==> src/rtl/product_bcd_pkg.sv <==
// Shared types and helpers for the product-to-BCD display converter.
// Optional leading-zero blanking is enabled by LEADING_ZERO_BLANK_EN.
package product_bcd_pkg;

  typedef enum logic [1:0] {
    IDLE,
    CONVERT,
    DONE
  } conv_state_t;

  localparam int BCD_DIGIT_W = 4;

  function automatic int cnt_w(input int width);
    return $clog2(width + 1);
  endfunction

endpackage

==> src/rtl/bcd_dabble_cell.sv <==
// Double-dabble digit correction: add 3 when the digit is 5 or more,
// so the following left shift carries correctly into the next decade.
module bcd_dabble_cell
  import product_bcd_pkg::*;
(
  input  logic [BCD_DIGIT_W-1:0] d_in,
  output logic [BCD_DIGIT_W-1:0] d_out
);

  always_comb begin
    d_out = d_in;
    if (d_in >= BCD_DIGIT_W'(5)) begin
      d_out = d_in + BCD_DIGIT_W'(3);
    end
  end

endmodule

==> src/rtl/product_bcd_converter.sv <==
// Sign + BCD converter for the multiplier product, one bit per clock.
// Define LEADING_ZERO_BLANK_EN to drive leading-zero blank flags.
module product_bcd_converter
  import product_bcd_pkg::*;
#(
  parameter int WIDTH  = 16,
  parameter int DIGITS = 5,
  parameter int SIGNED = 1
) (
  input  logic                          Clk,
  input  logic                          Reset,
  input  logic                          Start,
  input  logic [WIDTH-1:0]              Product,
  output logic                          Busy,
  output logic                          Done,
  output logic                          Neg,
  output logic [BCD_DIGIT_W*DIGITS-1:0] Bcd,
  output logic [DIGITS-1:0]             DigitBlank
);

  localparam int CW = cnt_w(WIDTH);
  localparam int BW = BCD_DIGIT_W * DIGITS;

  conv_state_t       state_q, state_d;
  logic [CW-1:0]     cnt_q, cnt_d;
  logic [WIDTH-1:0]  mag_q, mag_d;
  logic [BW-1:0]     scr_q, scr_d;
  logic              negp_q, negp_d;
  logic [BW-1:0]     bcd_q, bcd_d;
  logic              neg_q, neg_d;
  logic [DIGITS-1:0] blank_q, blank_d;

  logic [BW-1:0]     adj;
  logic [BW-1:0]     shifted;
  logic [DIGITS-1:0] lz_blank;
  logic              sgn;

  for (genvar g = 0; g < DIGITS; g++) begin : g_cell
    bcd_dabble_cell u_cell (
      .d_in  (scr_q[g*BCD_DIGIT_W +: BCD_DIGIT_W]),
      .d_out (adj[g*BCD_DIGIT_W +: BCD_DIGIT_W])
    );
  end

  assign shifted = {adj[BW-2:0], mag_q[WIDTH-1]};
  assign sgn     = (SIGNED != 0) && Product[WIDTH-1];

`ifdef LEADING_ZERO_BLANK_EN
  logic seen;

  // Blank every digit above the most significant nonzero one.
  always_comb begin
    lz_blank = '0;
    seen     = 1'b0;
    for (int i = DIGITS - 1; i > 0; i--) begin
      if (shifted[i*BCD_DIGIT_W +: BCD_DIGIT_W] != '0) begin
        seen = 1'b1;
      end
      lz_blank[i] = ~seen;
    end
  end
`else
  assign lz_blank = '0;
`endif

  always_comb begin
    state_d = state_q;
    cnt_d   = cnt_q;
    mag_d   = mag_q;
    scr_d   = scr_q;
    negp_d  = negp_q;
    bcd_d   = bcd_q;
    neg_d   = neg_q;
    blank_d = blank_q;
    unique case (state_q)
      IDLE: begin
        if (Start) begin
          state_d = CONVERT;
          cnt_d   = CW'(WIDTH);
          scr_d   = '0;
          negp_d  = sgn;
          mag_d   = sgn ? (~Product + WIDTH'(1)) : Product;
        end
      end
      CONVERT: begin
        scr_d = shifted;
        mag_d = {mag_q[WIDTH-2:0], 1'b0};
        cnt_d = cnt_q - CW'(1);
        // Final shift: publish the finished digits for the DONE cycle.
        if (cnt_q == CW'(1)) begin
          state_d = DONE;
          bcd_d   = shifted;
          neg_d   = negp_q;
          blank_d = lz_blank;
        end
      end
      DONE:    state_d = IDLE;
      default: state_d = IDLE;
    endcase
  end

  always_ff @(posedge Clk) begin
    if (!Reset) begin
      state_q <= IDLE;
      cnt_q   <= '0;
      mag_q   <= '0;
      scr_q   <= '0;
      negp_q  <= 1'b0;
      bcd_q   <= '0;
      neg_q   <= 1'b0;
      blank_q <= '0;
    end else begin
      state_q <= state_d;
      cnt_q   <= cnt_d;
      mag_q   <= mag_d;
      scr_q   <= scr_d;
      negp_q  <= negp_d;
      bcd_q   <= bcd_d;
      neg_q   <= neg_d;
      blank_q <= blank_d;
    end
  end

  assign Busy       = (state_q != IDLE);
  assign Done       = (state_q == DONE);
  assign Neg        = neg_q;
  assign Bcd        = bcd_q;
  assign DigitBlank = blank_q;

endmodule

==> config.mk <==
export PLATFORM = sky130hd
export DESIGN_NAME = product_bcd_converter
export DESIGN_NICKNAME = d
export VERILOG_FILES = /design/src/rtl/product_bcd_pkg.sv /design/src/rtl/bcd_dabble_cell.sv /design/src/rtl/product_bcd_converter.sv
export SDC_FILE = /design/constraint.sdc
export NUM_CORES = 1
export LEC_CHECK = 0
export CORE_ASPECT_RATIO = 1.2
export CORE_MARGIN = 2
export CORE_UTILIZATION = 55
export DETAILED_ROUTE_END_ITERATION = 8
export PLACE_DENSITY = 0.82
export SLEW_MARGIN = 30
export SYNTH_ARGS = -nofsm -noshare
export SYNTH_HDL_FRONTEND = slang
export SYNTH_HIERARCHICAL = 1
export SYNTH_SLANG_ARGS = --single-unit
==> constraint.sdc <==
create_clock -name Clk -period 5.4 [get_ports Clk]
set_clock_uncertainty 0.15 [all_clocks]
set_input_delay 1.08 -clock Clk [delete_from_list [all_inputs] [get_ports Clk]]
set_output_delay 1.08 -clock Clk [all_outputs]
set_load 0.02 [all_outputs]
# Word-level counts from Yosys, hierarchy flattened
# Index checks and enable logic that the tools add are counted.
[totals]
reg_bits = 65
latchBits = 0
ram_bits = 0
rom_bits = 0
in_bits = 19
wordCells = 47
mem_count = 0
[op_classes]
n_addsub = 7
multipliers = 0
n_div = 0
magnitude_cmp = 5
n_eq_ne = 5
shifts = 0
muxes = 15
bitwise = 1
n_reduce_logical = 7
[ops]
columns = ["op", "n"]
rows = [
  ["case mux 20 bit (2 select lines)", 1],
  ["two-way mux 16 bit", 2],
  ["case mux 16 bit (2 select lines)", 1],
  ["greater-or-equal comparator 4 x 3 -> 1 bit, second input constant", 5],
  ["two-way mux 20 bit", 1],
  ["adder 16 x 1 -> 16 bit, second input constant", 1],
  ["adder 4 x 2 -> 4 bit, second input constant", 4],
  ["two-way mux 4 bit", 4],
  ["inverter 16 bit", 1],
  ["case mux 5 bit (2 select lines)", 1],
  ["AND reduction 2 bit", 4],
  ["equality test 5 x 1 -> 1 bit, second input constant", 1],
  ["two-way mux 5 bit", 1],
  ["subtractor 5 x 1 -> 5 bit, second input constant", 1],
  ["two-way mux 2 bit", 2],
  ["!= test 2 bit, second input constant", 2],
  ["case mux 2 bit (2 select lines)", 1],
  ["nonzero test 2 bit", 2],
  ["adder 3 x 2 -> 3 bit, second input constant", 1],
  ["two-way mux 3 bit", 1],
  ["equality test 2 x 1 -> 1 bit, second input constant", 1],
  ["equality test 2 bit, second input constant", 1],
  ["zero test 2 bit", 1],
]

# Longest topological paths before layout
[depth]
word_depth = 5
ltp_mapped = 7

# By module
# Netlist, hierarchy kept.
[modules_own_cells]
columns = ["mod", "n_inst", "cells_per_inst", "area_each_um2"]
rows = [
  ["product_bcd_converter", 1, 322, 2896.5],
  ["bcd_dabble_cell", 5, 16, 101.3],
]

# Least setup slack after synthesis
# No wires, ideal clock.
[synth_timing]
path_type = "in2reg"
start = "in Product[1]"
end = "reg mag_q[10]"
arrival_time_ns = 2.311
t_required_ns = 5.125
slack_ns = 2.814
path_stages = 6
path_buffers = 0
path_cell_list = "inv_1 ha_1 or4b_4 o41ai_2 xor2_1 o21ai_1"
[synth_via]
elab_chain_cells = 5
[synth_rtl]
columns = ["element", "line", "source"]
rows = [
  ["start: declaration", "product_bcd_converter.sv:13", "input logic [WIDTH-1:0] Product,"],
  ["inverter 16 bit", "product_bcd_converter.sv:82", "mag_d = sgn ? (~Product + WIDTH'(1)) : Product;"],
  ["adder 16 x 1 -> 16 bit", "product_bcd_converter.sv:82", ""],
  ["two-way mux 16 bit", "product_bcd_converter.sv:82", ""],
  ["two-way mux 16 bit", "product_bcd_converter.sv:77", "if (Start) begin"],
  ["case mux 16 bit (2 select lines)", "product_bcd_converter.sv:75", "unique case (state_q)"],
  ["end signal: assignment", "product_bcd_converter.sv:115", "mag_q <= mag_d;"],
  ["end: declaration", "product_bcd_converter.sv:26", "logic [WIDTH-1:0] mag_q, mag_d;"],
]
# Every way passes these cells. The select of a mux whose other input is x is not followed.
# A chain may end at the register's enable or synchronous reset.

# Final worst setup path
[layout_timing]
start = "in Product[0]"
end = "reg mag_q[10]"
# Same word-level chain as after synthesis.

==> results.yml <==
route:
  wirelength_mm: 6.67
  wirelength_met1_mm: 2.78
  drtIter0Drc: 117
  vias_per_cell: 5.45
  postRouteAntennaNets: 0
  met3_length_um: 257
  dr.pass1.iters: 5
  highest_layer: "met4"
  vias: 2824
  wl_met2_mm: 3.50
  drc: 0
  wl_per_cell_um: 12.9
critical_path:
  r2r_cells: 6
  worst-setup-path-type: "in -> reg"
  crit_arrival_ns: 2.89
  r2r-start: "cnt_q[1]"
  cp_max_fo: 5
  rr_endpoint: "Bcd[18]"
  rrSetupSlack_ns: 3.04
  cp.required_ns: 5.47
  end_kind: "flop"
  cpMaxStageDelayCell: "or4b_4"
  start_kind: "input pin"
  slowest_delay_ns: 0.52
  path_cells: "clkdlybuf4s50_1 > inv_1 > ha_1 > or4b_4 > o41ai_2 > xor2_1 > o21ai_1"
cts:
  cts.htree.levels: 3
  clock_tree.root_cell: "clkbuf_8"
  cts_resized: 0
  cts_setup_buffers: 0
  ctsHoldBuffers: 0
  cts_tree: "yes"
  numCtsBuffers: 9
  cts.sinks: 65
  clkTransAtPathRegs_ns: 0.07
  clockBufferDepth: 2
  clk-insertion-delay-late_ns: 0.33
floorplan:
  rows: 31
  die_height_um: 89.9
  die_area_um2: 6800
  die_w_um: 75.6
  ios: 47
  core-area_um2: 5970
  start_util_pct: 56.6
global_route:
  grt_pass1_wl_mm: 11.4
  grt_overflow: 0
  grt_antenna_before_repair: 0
  grt_util_all_layers_pct: 21.2
  grt_max_degree: 67
  grt_pass1_vias: 2744
run_status:
  status: "complete, no violations"
placed_design:
  gp_congestion: 0.754
  hpwl_mm: 4.44
  io_buffers: 41
  place_ws_ns: 2.22
cells_and_area:
  multiInputGateArea_um2: 1930
  antenna_cells: 0
  fillCellCount: 539
  final-seq-area_um2: 1300
  nets: 463
  layout-drive-gt1-share_pct: 8.03
  syn2layout_area_growth_pct: 18.0
hold_path:
  hold_class: "reg -> reg"
  min-delay-start: "Bcd[2]"
  holdPathStages: 2
  worstHoldEndpoint: "Bcd[2]"
synthesis:
  synthCells: 398
  synth_warnings: 6
  syn_area_um2: 3380
  syn_avg_cell_area_um2: 8.50
pwr:
  p_leak_nw: 1.47
  powerDensity_nw_per_um2: 247
  ir_drop_mv: 0.124
timing:
  final_hold_viol_count: 0
  rsz0062_at_grt: "no"
  setup_viol: 0
  worstMarginPinSlew_ns: 0.781
  slew_viol_final: 0
  period_needed_ns: 2.82
  fin_crit_sh_pct: 52.2
  layout_setup_ws_ns: 2.58
  slew_headroom_pct: 48.0
  fmax_ghz: 0.355
  tns_ns: 0
job:
  drv_cap: 0
[per-layer routing]
metal  GRT usage, %  vias up
met5              0        -
met4           9.65        0
met3           4.04       10
met2           36.9       67
met1           23.9     1331
li1               -     1416
[per-stage QoR]
| step | total power, mW | instances | hold slack, ns | utilization, % | area, um2 |
|---|---|---|---|---|---|
| 3_5_place_dp | 0.634 | 502 | 0.307 | 63.9 | 3820 |
| 3_3_place_gp | 0.629 | 502 | 0.302 | 63.9 | 3820 |
| 6_report | 0.987 | 518 | 0.312 | 66.8 | 3990 |
| 4_1_cts | 0.999 | 518 | 0.317 | 66.8 | 3990 |
| 2_1_floorplan | 0.598 | 402 | 0.291 | - | 3400 |
| 5_1_grt | 1.04 | 518 | 0.335 | 66.8 | 3990 |
[cell type report]
type | count | share of cell area [%]
Multi-Input combinational cell | 297 | 48.3
Clock buffer | 13 | 3.98
Tap cell | 82 | 2.57
Clock inverter | 3 | 0.376
Inverter | 14 | 1.32
Timing Repair Buffer | 44 | 10.8
Sequential cell | 65 | 32.6
[worst max-delay path: cells and delay by family]
family	cells	cell delay, ns
XOR/XNOR	1	0.18
adder cells (fa/ha/maj)	1	0.17
buffers and inverters	2	0.53
AND/OR/NAND/NOR	1	0.52
AO/OA/AOI/OAI	2	0.40
[worst max-delay path by stage]
stage          startpoint        end  slack [ns]
2_1_floorplan  Product[1]  mag_q[10]        2.81
3_3_place_gp   Product[0]  mag_q[10]        2.29
3_5_place_dp   Product[0]  mag_q[10]        2.22
4_1_cts        Product[0]  mag_q[10]        2.58
5_1_grt        Product[0]  mag_q[12]        2.45
6_report       Product[0]  mag_q[10]        2.58
[sequential cells by signal, indices dropped and copies added, names as in the netlist]
signal,flops
Neg,1
negp_q,1
Bcd,20
scr_q,20
state_q,2
cnt_q,5
mag_q,16
[power by group]
group	switching (mW)	leakage [nW]	internal (mW)
Clock	0.173	0.0932	0.190
Combinational	0.0661	0.847	0.0511
Sequential	0.0115	0.527	0.495
[cell usage in the layout (no fill, tap or decap), types with 2 or more instances in the layout]
master and instances:
nand2_1 83, dfxtp_1 65, clkdlybuf4s50_1 41, nor2b_1 23, a21boi_0 23, o21ai_0 21
a22oi_1 21, inv_1 14, ha_1 13, nand2b_1 12, xor2_1 12, a22o_1 12
clkbuf_8 11, nor2_1 8, mux2i_1 7, o21ai_1 7, and2_1 6, xnor2_1 6
conb_1 5, a21oi_2 5, o31ai_1 4, nand3_1 3, clkinv_2 3, buf_4 3
or2_2 2, or4_4 2, or3_1 2, o41ai_2 2, a222oi_1 2, clkbuf_1 2
No activity file was read; power rests on OpenSTA's default activity.
